File: src/rtl/alarm_pkg.sv
// alarm_pkg: shared state encodings and the timer width helper for the alarm block
package alarm_pkg;
  typedef enum logic [1:0] {ST_IDLE = 2'd0, ST_RING = 2'd1, ST_SNOOZE = 2'd2} state_t;
  function automatic int timer_w(input int a, input int b);
    return $clog2((a > b ? a : b) + 1);
  endfunction
endpackage

File: src/rtl/sec_countdown.sv
// sec_countdown: loadable seconds countdown; expire = tick while cnt==1, never underflows
// ports: clk, rst_n (sync, active-low), tick (1 Hz pulse), load, load_val[W-1:0] -> expire
module sec_countdown #(
  parameter int W = 4
) (
  input  logic         clk,
  input  logic         rst_n,
  input  logic         tick,
  input  logic         load,
  input  logic [W-1:0] load_val,
  output logic         expire
);
  logic [W-1:0] cnt;
  assign expire = tick && cnt == W'(1);
  always_ff @(posedge clk)
    if (!rst_n) cnt <= '0;
    else if (load) cnt <= load_val;
    else if (tick && cnt != '0) cnt <= cnt - W'(1);
endmodule

File: src/rtl/alarm_ctrl.sv
// alarm_ctrl: alarm responder FSM (IDLE/RING/SNOOZE) driving buzzer and status outputs
// ports: clk, rst_n (sync, active-low), sec_tick, alarm_en, H, stop_btn, snooze_btn
//        -> buzzer, ringing, snoozing, snooze_cnt; all outputs registered
// BUZZ_PATTERN_EN: buzzer toggles on each sec_tick in RING (1 s on / 1 s off);
//        undefined: buzzer follows ringing
module alarm_ctrl
  import alarm_pkg::*;
#(
  parameter int RING_SECS   = 60,
  parameter int SNOOZE_SECS = 300,
  parameter int MAX_SNOOZE  = 3,
  localparam int CW = MAX_SNOOZE > 0 ? $clog2(MAX_SNOOZE + 1) : 1,
  localparam int TW = timer_w(RING_SECS, SNOOZE_SECS)
) (
  input  logic          clk,
  input  logic          rst_n,
  input  logic          sec_tick,
  input  logic          alarm_en,
  input  logic          H,
  input  logic          stop_btn,
  input  logic          snooze_btn,
  output logic          buzzer,
  output logic          ringing,
  output logic          snoozing,
  output logic [CW-1:0] snooze_cnt
);
  state_t state;
  logic expire, go_ring, go_snz;
  always_comb begin
    go_snz  = alarm_en && !stop_btn && state == ST_RING && snooze_btn && snooze_cnt < CW'(MAX_SNOOZE);
    go_ring = alarm_en && !stop_btn && ((state == ST_IDLE && H) || (state == ST_SNOOZE && expire));
  end
  sec_countdown #(.W(TW)) u_timer (
    .clk      (clk),
    .rst_n    (rst_n),
    .tick     (sec_tick),
    .load     (go_ring || go_snz),
    .load_val (go_snz ? TW'(SNOOZE_SECS) : TW'(RING_SECS)),
    .expire   (expire)
  );
  always_ff @(posedge clk)
    if (!rst_n) begin
      state      <= ST_IDLE;
      snooze_cnt <= '0;
      ringing    <= 1'b0;
      snoozing   <= 1'b0;
      buzzer     <= 1'b0;
    end else if (go_ring) begin
      state    <= ST_RING;
      ringing  <= 1'b1;
      snoozing <= 1'b0;
      buzzer   <= 1'b1;
      if (state == ST_IDLE) snooze_cnt <= '0;
    end else if (go_snz) begin
      state      <= ST_SNOOZE;
      ringing    <= 1'b0;
      snoozing   <= 1'b1;
      buzzer     <= 1'b0;
      snooze_cnt <= snooze_cnt + CW'(1);
    end else if (!alarm_en || stop_btn || (state == ST_RING && expire)) begin
      state    <= ST_IDLE;
      ringing  <= 1'b0;
      snoozing <= 1'b0;
      buzzer   <= 1'b0;
    end
`ifdef BUZZ_PATTERN_EN
    else if (state == ST_RING && sec_tick) buzzer <= ~buzzer;
`endif
endmodule

File: config.mk
export PLATFORM = sky130hd
export DESIGN_NAME = alarm_ctrl
export DESIGN_NICKNAME = d
export VERILOG_FILES = /design/src/rtl/alarm_pkg.sv /design/src/rtl/sec_countdown.sv /design/src/rtl/alarm_ctrl.sv
export SDC_FILE = /design/constraint.sdc
export NUM_CORES = 1
export LEC_CHECK = 0
export CORE_MARGIN = 3
export CORE_UTILIZATION = 35
export DETAILED_ROUTE_END_ITERATION = 10
export PLACE_DENSITY = 0.53
export SYNTH_ARGS = -nofsm -noshare
export SYNTH_HDL_FRONTEND = slang
export SYNTH_SLANG_ARGS = --single-unit
File: constraint.sdc
create_clock -name clk -period 4.6 [get_ports clk]
set_input_delay 0.92 -clock clk [delete_from_list [all_inputs] [get_ports clk]]
set_output_delay 0.92 -clock clk [all_outputs]
set_load 0.02 [all_outputs]
### Word level (Yosys, flattened, before mapping)

Cells that the tools add are included.
W data, S select, Z words.

| storage, ports and cells | value |
|---|---|
| bits in registers | 15 |
| bits of input ports | 7 |
| output and inout port bits | 5 |
| logic and storage cells | 51 |

| operators by class | value |
|---|---|
| add/subtract/negate cells | 2 |
| order comparisons | 1 |
| eq/ne operators | 4 |
| multiplexer cells | 13 |
| bitwise logic cells | 1 |
| reductions and logical operators | 24 |

Operator list:

| kind | number |
|---|---|
| $mux W9 | 3 |
| $logic_and A1 B1 Y1 | 10 |
| $mux W2 | 5 |
| $eq A9 B1 Y1 const B | 1 |
| $reduce_bool A9 Y1 | 1 |
| $sub A9 B1 Y9 const B | 1 |
| $reduce_bool A2 Y1 | 3 |
| $mux W1 | 5 |
| $logic_or A1 B1 Y1 | 4 |
| $reduce_bool A3 Y1 | 1 |
| $add A2 B1 Y2 const B | 1 |
| $eq A2 B1 Y1 const B | 1 |
| $eq A2 B2 Y1 const B | 1 |
| $logic_not A1 Y1 | 2 |
| $logic_not A2 Y1 | 1 |
| $lt A2 B2 Y1 const B | 1 |
| $ne A2 B1 Y1 const B | 1 |
| $reduce_and A2 Y1 | 1 |
| $reduce_or A2 Y1 | 1 |
| $not A1 Y1 | 1 |

### Depth between registers and ports, before layout

| logic depth | value |
|---|---|
| word-level depth | 7 |
| gate-level depth with buffers | 6 |

### Cells and area by module

From an unflattened synthesis, not the netlist that was laid out.

| second synthesis, totals | value |
|---|---|
| cells, all modules | 101 |
| area, all modules | 878.3 µm² |

By module, submodules not included:

| module | times used | cells each | area an instance (µm²) | seq. area each (µm²) |
|---|---|---|---|---|
| sec_countdown | 1 | 69 | 601.8 | 180.2 |
| alarm_ctrl | 1 | 32 | 276.5 | 80.1 |

### Worst setup path before layout

OpenSTA, ideal clock, no wires.

| timing path | value |
|---|---|
| path kind | input-to-reg |
| start point | input sec_tick |
| end point | register ringing |
| setup time | 0.112 ns |
| arrival time | 2.018 ns |
| required time | 4.488 ns |
| slack | 2.470 ns |
| cell stages on the path | 4 |
| cell sequence | and3b_1 -> or4b_1 -> mux2i_1 -> a2111oi_1 |

| on the way | value |
|---|---|
| cells in the longest elaborated chain, start to end | 5 |
| elaborated cells between the ends (all ways) | 8 |

RTL lines:

| what | RTL line | RTL |
|---|---|---|
| from (decl) | alarm_ctrl.sv:17 | `input logic sec_tick,` |
| $logic_and A1 B1 Y1 * | sec_countdown.sv:14 | `assign expire = tick && cnt == W'(1);` |
| $logic_and A1 B1 Y1 | alarm_ctrl.sv:31 | `go_ring = alarm_en && !stop_btn && ((state == ST_IDLE && H) \|\| (state == ST_SNOOZE && expire));` |
| $logic_or A1 B1 Y1 | alarm_ctrl.sv:31 |  |
| $logic_and A1 B1 Y1 | alarm_ctrl.sv:31 |  |
| $reduce_bool A3 Y1 (no source line) or $mux W1 (tied branches) | - |  |
| to (signal assigned) | alarm_ctrl.sv:45 | `ringing <= 1'b0;` |
| to (signal assigned) | alarm_ctrl.sv:50 | `ringing <= 1'b1;` |
| to (signal assigned) | alarm_ctrl.sv:56 | `ringing <= 1'b0;` |
| to (decl) | alarm_ctrl.sv:23 | `output logic ringing,` |

Every way passes the cells marked *; elsewhere a longest branch is shown, timed or not.
A chain may end at the register's enable or synchronous reset.

### Worst setup path in the final report

Same ends and word-level chain as after synthesis.

==> impl_summary.md <==
Critical path
The data arrival time of the worst path is about 2700 ps. The critical path startpoint is sec_tick. The critical path is of the primary input to flop type. The slack of the worst reg-to-reg path is approximately 2600 ps. The maximum fanout encountered on the critical timing path is 4. The startpoint type of the worst setup path is a primary input.

The reg-to-reg critical path startpoint is u_timer.cnt[4]$_SDFFE_PN0P_. For the worst setup path, the data required time is around 4800 ps. STA classifies the critical path endpoint as a flop.

Floorplan
Once the floorplan was initialized, standard cells occupied 38.2% of the core. The die is ~53 µm wide. The die is 53 µm tall.

The area of the core is 2020 µm². The die covers roughly 2800 µm². The number of core rows is 16. The number of placed I/O pins is 12.

Synth
The post-synthesis net count is 96. The share of flip-flops with an asynchronous set or reset after synthesis is 0%. The most used flip-flop cell after synthesis is dfxtp_1. After synthesis the netlist holds a flip-flop and latch count of 13.

The fraction of post-synthesis cell area in the top cell type by area is 33.7%. The Yosys step of the flow raised 0 warnings. Yosys mapped the design onto 37 distinct sky130hd cell types.

The mean instance size in the synthesized netlist is 9.10 µm². The fraction of the yosys area taken by sequential cells is 33.7%. Summing every instance area after synthesis gives 773 µm². Yosys instantiated no cell more often than dfxtp_1. Ranked by total cell area, the synthesized netlist is headed by dfxtp_1 34%, ha_1 6.5%, o31a_1 3.4%. The commonest cells after synthesis are 13 x dfxtp_1, 5 x a21oi_1, 5 x inv_1, 5 x nand2_1, 5 x nor2_1. The cell count after synthesis is 85.

In this run, synthesis inferred 0 flip-flops with an integrated enable. Summed over all instances, the cell type with the most area after synthesis is dfxtp_1.

STA
Setup repair after global routing left no endpoint under its margin. In this run the tightest slew margin relative to its limit is 56.2%. Setup slack closes at 2100 ps. The transition time of the tightest slew-check pin is 648 ps. The share of the cycle needed by the critical path after routing is 54.3%. The setup skew after layout is 0.467 ps. The setup TNS is 0 ps. The final hold violation count came to 0. Derived from the worst setup path, the maximum achievable clock frequency is 0.400 GHz.

The count of pins over their slew limit is 0. Setup violations remaining at the end of the flow were counted as 0. The clock period could shrink to 2500 ps. The worst hold margin is 493 ps.

Clock network
The hold-fix buffer count after cts is 0. The clock buffer count from CTS is 3. After clock tree synthesis, the clock-pin slew on the worst setup and hold paths is 80 ps. The count of buffers added by post-CTS timing repair for setup is 0. The TritonCTS clock tree is done. Counting every sink on the clock net gives 13. In this run, post-CTS repair resized a total of 0 instances. At the later pin of the worst-skew pair, clock insertion delay measures 260 ps.

The tree is rooted in a clkbuf_4. Counting along the longest clock path gives a buffer depth of 2. In this run the number of H-tree levels came out at 1.

Cells and area
The antenna diode count is 0. The finished cells cover 936 µm². The area added between synthesis and finish is 21.0%. Cells with a size suffix above 1 make up under 10% of the layout. For this run, the share of the core covered by cells in the final layout is a little under half.

The final-stage net count is roughly 110. Excluding fillers, the count of instances in the completed layout stands at 126.

Worst hold path
In this run the worst hold path is classified as flop to flop. In this run the most critical hold path is launched from snooze_cnt[1]$_SDFFE_PN0P_.

Global routing
The via count of the first global-routing pass is about 680. The total congestion overflow is 0. For met3 alone, demand over resource in global routing was about 3.7%. The number of antenna violations at the first check in global routing came to 0. The first global-routing pass estimated 2950 µm of wire. The fraction of met1 tracks used by global routing is 18.3%. After global routing, the most crowded layer is met2. Across every metal layer, demand over resource in global routing totals around 14%. In the global route stage, met2 resource usage came out at between 20% and 30%. The pin count of the biggest net entering global routing is 11.

Drt
The DRC marker count from the first detailed-route iteration is 6. Using the TritonRoute via totals, the vias-per-cell ratio works out to ~5.4. The DRC violation count after routing is 0. The total vias in the final route is 683. The first detailed-routing pass ran for 4 iterations. The routed wirelength normalized by instance count is 13.5 µm. The detail route stage leaves a number of antenna-violating nets equal to 0.

Summed over all layers, the routed wires come to 1700 µm.

Power
The share of total power dissipated in the clock network is a little over an eighth. The part of the power in registers is 34.9%. Dividing total power by cell area gives a power density of 560 nW/µm². The analysis attributes to net switching a power of between 0.2 and 0.25 mW. The internal power is between 0.3 and 0.4 mW. VDD sags by at most approximately 0.32 mV.

The share of total power consumed by net switching is 41.5%. The power share of the combinational group is 52.0%. For this design the static power due to leakage is 0.351 nW. Total power for the finished layout comes to 0.524 mW.

Placed design
Once placement completed, the tool counted placed cells totaling 122. The number of buffers inserted by port buffering is 11. After legalization and detailed placement, the total HPWL measured 1310 µm. The worst slack at placement is 1820 ps. The cell area after placement is 910 µm².

The congestion estimate from routability-driven global placement came to roughly 0.75.

Flow run
Max-cap violations in this run came to 0.

Run status
The flow ran to the end, and the final reports show no timing, DRC or antenna violations.
-- cell usage in the layout, fill, tap and decap left out, drive strengths merged, types with 3 or more instances in the layout --
master | Yosys | layout
dfxtp | 13 | 13
clkdlybuf4s50 | 0 | 11
inv | 5 | 5
a21oi | 5 | 5
nor2 | 5 | 5
nand2 | 5 | 5
ha | 4 | 4
clkbuf | 0 | 4
or2 | 4 | 4
a211oi | 3 | 3
xnor2 | 3 | 3
o31a | 3 | 3
o21ai | 3 | 3
-- power groups by stage --
| stage | logic [mW] | registers (mW) | clock network [mW] |
|---|---|---|---|
| after floorplan | 0.218 | 0.175 | 0 |
| after global placement | 0.265 | 0.185 | 0 |
| after detailed placement | 0.268 | 0.185 | 0 |
| after CTS | 0.271 | 0.182 | 0.0716 |
| after global routing | 0.307 | 0.188 | 0.0786 |
| final | 0.273 | 0.183 | 0.0685 |
-- flip-flops by register name, summed over array words and instances (netlist names) --
signal	flops
ringing	1
snoozing	1
u_timer.cnt	9
snooze_cnt	2
-- final timing paths --
kind                           endpoint  cells past startpoint
min          snooze_cnt[1]$_SDFFE_PN0P_                      2
max                ringing$_SDFFE_PN0P_                      5
min reg2reg  snooze_cnt[1]$_SDFFE_PN0P_                      2
max reg2reg        ringing$_SDFFE_PN0P_                      4
-- metal layers --
| metal | share of wire, % | wire length, µm |
|---|---|---|
| met2 | 44 | 755 |
| met1 | 51 | 863 |
| met3 | 4.3 | 73 |
| met4 | 0.47 | 8 |
| met5 | 0 | 0 |
-- cell type report --
cell class | instances | area [µm²]
fillers | 197 | 1090
multi-input cells | 66 | 487
flip-flops and latches | 13 | 260
repair buffers | 11 | 110
well taps | 27 | 33.8
clock buffers | 4 | 26.3
inverters | 5 | 18.8
-- worst max-delay path, cell delays in order --
cell             delay (ps)
clkdlybuf4s50_1         510
and3b_1                 210
or4b_1                  480
mux2i_1                 140
a2111oi_1               380
-- cell families after synthesis --
kind of cell	after synthesis	synth area share, %
compound gates	23	21.4
xor+xnor	3	3.40
fa+ha+maj	4	6.47
buf+inv	6	3.40
flops	13	33.7
mux	2	2.59
simple gates	34	29.1
No activity file was read; power rests on OpenSTA's default activity.
